<file path="src/rtl/tinyalu_core.sv">
// TinyALU responder core: start/done handshake, single-cycle add/and/xor
// and a MUL_LATENCY-deep staged multiply, one operation in flight.
module tinyalu_core #(
  parameter int unsigned MUL_LATENCY = 3
) (
  input  logic        clk,
  input  logic        reset_n,
  input  logic [7:0]  A,
  input  logic [7:0]  B,
  input  logic [2:0]  op,
  input  logic        start,
  output logic        done,
  output logic [15:0] result
);

  typedef enum logic [1:0] {
    IDLE,
    SINGLE,
    MUL
  } state_e;

  localparam logic [2:0] CNT_INIT = 3'(MUL_LATENCY - 1);

  state_e      state_q, state_d;
  logic [7:0]  a_q, a_d;
  logic [7:0]  b_q, b_d;
  logic [2:0]  op_q, op_d;
  logic [2:0]  cnt_q, cnt_d;
  logic        done_q, done_d;
  logic [15:0] result_q, result_d;
  logic [15:0] p_q [MUL_LATENCY];
  logic [15:0] p_d [MUL_LATENCY];
  logic [MUL_LATENCY-1:0] v_q, v_d;

  logic        is_single;
  logic        is_mul;
  logic [15:0] alu;

  assign is_single = start && (op == 3'd1 || op == 3'd2 || op == 3'd3);
  assign is_mul    = start && (op == 3'd4);

  always_comb begin
    alu = 16'h0000;
    case (op_q)
      3'd1:    alu = 16'(a_q) + 16'(b_q);
      3'd2:    alu = {8'h00, a_q & b_q};
      3'd3:    alu = {8'h00, a_q ^ b_q};
      default: alu = 16'h0000;
    endcase
  end

  always_comb begin
    state_d  = state_q;
    a_d      = a_q;
    b_d      = b_q;
    op_d     = op_q;
    cnt_d    = cnt_q;
    done_d   = 1'b0;
    result_d = result_q;
    // Product and its valid bit advance one stage per edge.
    p_d[0]   = p_q[0];
    v_d[0]   = 1'b0;
    for (int i = 1; i < int'(MUL_LATENCY); i++) begin
      p_d[i] = p_q[i-1];
      v_d[i] = v_q[i-1];
    end
    case (state_q)
      IDLE: begin
        unique case (1'b1)
          is_single: begin
            a_d     = A;
            b_d     = B;
            op_d    = op;
            state_d = SINGLE;
          end
          is_mul: begin
            a_d     = A;
            b_d     = B;
            op_d    = op;
            cnt_d   = CNT_INIT;
            p_d[0]  = 16'(A) * 16'(B);
            v_d[0]  = 1'b1;
            state_d = MUL;
          end
          default: ;
        endcase
      end
      SINGLE: begin
        done_d   = 1'b1;
        result_d = alu;
        state_d  = IDLE;
      end
      MUL: begin
        if (cnt_q == 3'd0 && v_q[MUL_LATENCY-1]) begin
          done_d   = 1'b1;
          result_d = p_q[MUL_LATENCY-1];
          state_d  = IDLE;
        end else begin
          cnt_d = cnt_q - 3'd1;
        end
      end
      default: state_d = IDLE;
    endcase
  end

  always_ff @(posedge clk or negedge reset_n) begin
    if (!reset_n) begin
      state_q  <= IDLE;
      a_q      <= 8'h00;
      b_q      <= 8'h00;
      op_q     <= 3'd0;
      cnt_q    <= 3'd0;
      done_q   <= 1'b0;
      result_q <= 16'h0000;
      v_q      <= '0;
      for (int i = 0; i < int'(MUL_LATENCY); i++) begin
        p_q[i] <= 16'h0000;
      end
    end else begin
      state_q  <= state_d;
      a_q      <= a_d;
      b_q      <= b_d;
      op_q     <= op_d;
      cnt_q    <= cnt_d;
      done_q   <= done_d;
      result_q <= result_d;
      v_q      <= v_d;
      p_q      <= p_d;
    end
  end

  assign done   = done_q;
  assign result = result_q;

endmodule
</file>
<file path="config.mk">
export PLATFORM = sky130hd
export DESIGN_NAME = tinyalu_core
export DESIGN_NICKNAME = d
export VERILOG_FILES = /design/src/rtl/tinyalu_core.sv
export SDC_FILE = /design/constraint.sdc
export NUM_CORES = 1
export LEC_CHECK = 0
export ABC_AREA = 1
export CORE_MARGIN = 3
export CORE_UTILIZATION = 70
export CTS_CLUSTER_DIAMETER = 150
export DETAILED_ROUTE_END_ITERATION = 16
export DONT_BUFFER_PORTS = 1
export HOLD_SLACK_MARGIN = 0.1
export PLACE_DENSITY = 0.9
export SLEW_MARGIN = 0
export SYNTH_ARGS = -nofsm -noshare
export SYNTH_HDL_FRONTEND = slang
export SYNTH_SLANG_ARGS = --single-unit
</file>
<file path="constraint.sdc">
create_clock -name clk -period 3.2 [get_ports clk]
set_clock_uncertainty 0.1 [all_clocks]
set_input_delay 0.32 -clock clk [delete_from_list [all_inputs] [get_ports clk]]
set_output_delay 0.32 -clock clk [all_outputs]
set_load 0.01 [all_outputs]
</file>
# Word-level counts from Yosys, hierarchy flattened
# Index checks and enable logic that the tools add are counted.
[totals]
elab_cells = 57
out_inout_bits = 17
regBits = 92
inputBits = 22
[classes]
addsub = 2
n_reduce_logical = 15
n_eq_ne = 13
n_bitwise = 2
mul = 1
muxes = 13
[op_table]
columns = ["op", "count"]
rows = [
  ["$pmux W16 S2", 1],
  ["$pmux W9 S3", 1],
  ["$mul A8 B8 Y16", 1],
  ["$mux W16", 1],
  ["$eq A3 B2 Y1 const B", 4],
  ["$add A8 B8 Y9", 1],
  ["$and A8 B8 Y8", 1],
  ["$pmux W2 S2", 2],
  ["$reduce_and A2 Y1", 4],
  ["$xor A8 B8 Y8", 1],
  ["$eq A3 B1 Y1 const B", 2],
  ["$mux W3", 2],
  ["$ne A2 B2 Y1 const B", 3],
  ["$pmux W3 S2", 1],
  ["$reduce_bool A2 Y1", 2],
  ["$eq A3 B3 Y1 const B", 1],
  ["$logic_and A1 B1 Y1", 3],
  ["$logic_not A3 Y1", 1],
  ["$mux W1", 3],
  ["$ne A3 B3 Y1 const B", 1],
  ["$reduce_and A3 Y1", 1],
  ["$sub A3 B1 Y3 const B", 1],
  ["$eq A2 B1 Y1 const B", 1],
  ["$eq A2 B2 Y1 const B", 1],
  ["5 further kinds", 6],
]

# Depth between registers and ports, before layout
[logic_depth]
depth_word = 6
mapped_depth = 19
depth_no_buf = 18

# Worst setup path after synthesis
# OpenSTA, ideal clock, no wires.
[synth_timing]
path_kind = "input to register"
from = "input port A[0]"
to = "register p_q, in the netlist p_d[25]"
t_required_ns = 2.983
arrival_time_ns = 3.954
n_path_buf = 1
cell_stages = 17
slack_ns = -0.971
setup_time_ns = 0.117
path_cell_list = "clkbuf_1 -> nand2_1 -> fa_1 -> fa_1 -> inv_1 -> fa_1 -> inv_1 -> fa_1 -> inv_1 -> ha_1 -> nand2_1 -> o21ai_0 -> a21oi_1 -> inv_1 -> or2_2 -> nand3_1 -> nand2_1"
[synth_via]
elab_chain_len = 1
[synth_lines]
columns = ["item", "line_no", "text"]
rows = [
  ["start: declaration", "8", "input logic [7:0] A,"],
  ["$mul A8 B8 Y16", "81", "p_d[0] = 16'(A) * 16'(B);"],
  ["end signal: assignment", "128", "p_q <= p_d;"],
  ["end: declaration", "31", "logic [15:0] p_q [MUL_LATENCY];"],
]
# Every way passes these cells.
# A chain may end at the register's enable or synchronous reset.

# Worst setup path after layout
[layout_timing]
from = "input port B[3]"
to = "register p_q, in the netlist p_d[24]"
[layout_via]
elab_chain_len = 1
[layout_lines]
columns = ["item", "line_no", "text"]
rows = [
  ["start: declaration", "9", "input logic [7:0] B,"],
  ["$mul A8 B8 Y16", "81", ""],
]
# Every way passes these cells.

==> impl_metrics.csv <==
group,metric,value,unit
logic_synthesis,syn_area_per_cell,8.92,um^2
power_and_ir_drop,p_leak,3.82,nW
critical_path,cp.arrival,3.52,ns
sta,fin_crit_sh,1.05,
power_and_ir_drop,intPower,3.44,mW
cells_and_area,seqCellArea,2300,um^2
routing,wl_per_cell,17.4,um
logic_synthesis,ys_warn_count,0,
grt,top_usage_layer,"met2",
run_status,violations,"negative setup slack",
cells_and_area,area_delta_synth_final,15.6,%
grt,grt_pass1_vias,5001,
power_and_ir_drop,ir_drop,551,uV
routing,num_vias,4762,
logic_synthesis,seq_area_frac_synth,0.377,
cells_and_area,drive_gt1_frac,0.190,
routing,drt-initial-drc-count,339,
floorplan,die_height,99.4,um
logic_synthesis,synth_nets,793,
sta,fin_ws,-0.166,ns
run,cap_violations,0,
grt,grt.met3_usage,0.0589,
clock_network,numCtsBuffers,9,
sta,maxSlewHeadroom,0.396,
clock_network,clk_pin_slew,0.10,ns
sta,tightest_slew,0.904,ns
sta,clock.fmax,297,MHz
placement,dpl_cell_area,6470,um^2
grt,antenna_found_initial,0,
power_and_ir_drop,power_frac_clock,0.124,
grt,grt_util_met1,0.379,
critical_path,worstSetupStartpointType,"input port",
grt,groute.layer.met2.usage,0.511,
clock_network,root_buffer,"clkbuf_8",
routing,vias_per_cell,5.77,
placement,finalWeightedCongestion,0.898,
floorplan,initial_core_util,0.732,
power_and_ir_drop,switching_share,0.441,
clock_network,clock_latency,0.36,ns
power_and_ir_drop,pwr_density_cell,870,nW/um^2
sta,final-hold-violation-count,0,
critical_path,critPathKind,"in2reg",
clock_network,cts_sinks,92,
sta,period_needed,3.37,ns
power_and_ir_drop,seq_power_share,0.315,
logic_synthesis,syn-instance-count,685,
sta,maxSlewViolCount,0,
grt,grt_pass1_wl,23400,um
logic_synthesis,ys_ff_latch,92,
logic_synthesis,synth_cell_types,39,
placement,post-dp-hpwl,9920,um
power_and_ir_drop,power_switching,2.71,mW
cells_and_area,diodes,0,
routing,ant_nets,0,
logic_synthesis,netlist_area,6110,um^2
floorplan,core_region_area,8340,um^2
sta,rsz0062_at_grt,"yes",
placement,io_buffers,0,
sta,setup_viol,8,
sta,worst_hold_slack,0.206,ns
floorplan,ios,39,
cells_and_area,fill_cells,436,
cells_and_area,fin_nets,823,
min_path,hp-class,"in2reg",
power_and_ir_drop,pwr-share-comb,0.562,
logic_synthesis,ys_async_sr_fraction,1.00,
floorplan,dieArea,9880,um^2
clock_network,cts_tree,"built",
grt,grt-ovfl-total,0,
logic_synthesis,ys.flop_type,"dfrtp_1",
cells_and_area,layout.cells.non_filler,825,
critical_path,required,3.35,ns
clock_network,htree_levels,3,
routing,route.detailed.drc,0,
cells_and_area,mostFrequentLayoutCells,"nand2_1 (150), inv_1 (129), dfrtp_1 (92)",
cells_and_area,multi_input_area,3490,um^2
cells_and_area,mostFrequentLayoutCell,"nand2_1",
critical_path,critPathCaptureType,"flop",
clock_network,clk_path_buf_depth,2,
routing,wl,14300,um
grt,grt_max_degree,93,
floorplan,die_w,99.4,um
routing,drt_pre_antenna_iters,5,
placement,place_inst,786,
critical_path,cp_max_fo,9,
run_status,status,"finished, violations left",
logic_synthesis,synth-edff-count,0,
cells_and_area,fin_area,7060,um^2
grt,grt_use_total,0.300,
floorplan,num_rows,33,
-- sequential cells by signal, indices dropped and copies added, names as in the netlist --
signal and cells:
v_q 3, p_d 32, p_q 16, a_q 8
op_q 3, done 1, result 16, cnt_q 3
state_q 2, b_q 8
-- final cells by class --
class | count | area share
clock buffer | 9 | 0.0175
timing repair buffer | 43 | 0.0567
multi-input combinational | 425 | 0.494
tap | 105 | 0.0186
sequential | 92 | 0.326
clock inverter | 7 | 0.0101
inverter | 144 | 0.0772
-- cell families after synthesis --
group                    synth area share
multiplexers                       0.0387
XOR/XNOR                          0.00574
AND/OR/NAND/NOR                     0.171
adder cells (fa/ha/maj)             0.222
AO/OA/AOI/OAI                      0.0762
buffers and inverters               0.110
flip-flops                          0.377
-- final timing paths --
path	start	to	slack, ns	cells past startpoint
max	B[3]	p_d[24]$_DFFE_PN0P_	-0.17	15
min	B[0]	p_d[17]$_DFFE_PN0P_	0.21	5
max reg2reg	state_q[1]$_DFFE_PN0P_	p_d[27]$_DFFE_PN0P_	1.02	9
min reg2reg	p_d[15]$_DFF_PN0_	p_q[15]$_DFF_PN0_	0.25	0
max in group asynchronous	reset_n	p_q[13]$_DFF_PN0_	2.19	2
min in group asynchronous	reset_n	cnt_q[0]$_DFFE_PN0P_	0.45	2
-- cells in the mapped netlist, types with 3 or more instances --
library cell	instances	area share
clkbuf_1	16	0.0098
nand2_1	168	0.10
or2_2	4	0.0041
nand4_1	7	0.0072
a22o_1	7	0.010
xnor2_1	3	0.0043
ha_1	49	0.10
a21oi_1	32	0.026
inv_1	141	0.087
mux2_4	15	0.037
buf_2	4	0.0033
a22oi_1	6	0.0074
nand3_1	33	0.027
o21ai_0	19	0.016
dfrtp_1	92	0.38
fa_1	37	0.12
nor2_1	23	0.014
-- routing by layer --
metal  routed length (um)  part of all wire
met1                 5700              0.40
met5                    0                 0
met4                  572             0.040
met2                 7260              0.51
met3                  793             0.055
-- metrics by stage --
step	setup TNS, ns	worst slack, ns	power (mW)	util
final	-0.915	-0.166	6.15	0.847
after floorplan	-3.47	-0.523	4.21	-
after global placement	-3.83	-0.482	4.83	0.775
after global routing	-1.74	-0.264	6.58	0.847
after CTS	-0.512	-0.0977	5.92	0.834
after detailed placement	-4.34	-0.519	4.97	0.775
-- critical path, cell delays in order --
cell      delay [ns]
nand2_1         0.06
fa_1            0.50
fa_1            0.49
inv_1           0.05
fa_1            0.49
inv_1           0.06
fa_1            0.50
inv_2           0.05
ha_4            0.33
nand2_8         0.09
a21oi_4         0.17
a211oi_2        0.06
or2_4           0.23
nand3_2         0.07
nand2_2         0.05
-- power by group through the flow --
stage          Combinational, mW  Clock [mW]  Sequential [mW]
6_report                    3.45       0.760             1.93
5_1_grt                     3.80       0.814             1.98
4_1_cts                     3.23       0.763             1.92
3_5_place_dp                3.03           0             1.94
3_3_place_gp                2.92           0             1.91
2_1_floorplan               2.36           0             1.85
-- repair_timing --
item	in CTS	in global routing
cloned	0	0
resized for setup	16	25
setup buffers	2	0
setup endpoints to repair	9	9
pin swaps	7	20
hold endpoints to repair	111	0
hold buffers	21	0
Note: power is estimated with default switching activity, not from simulation.
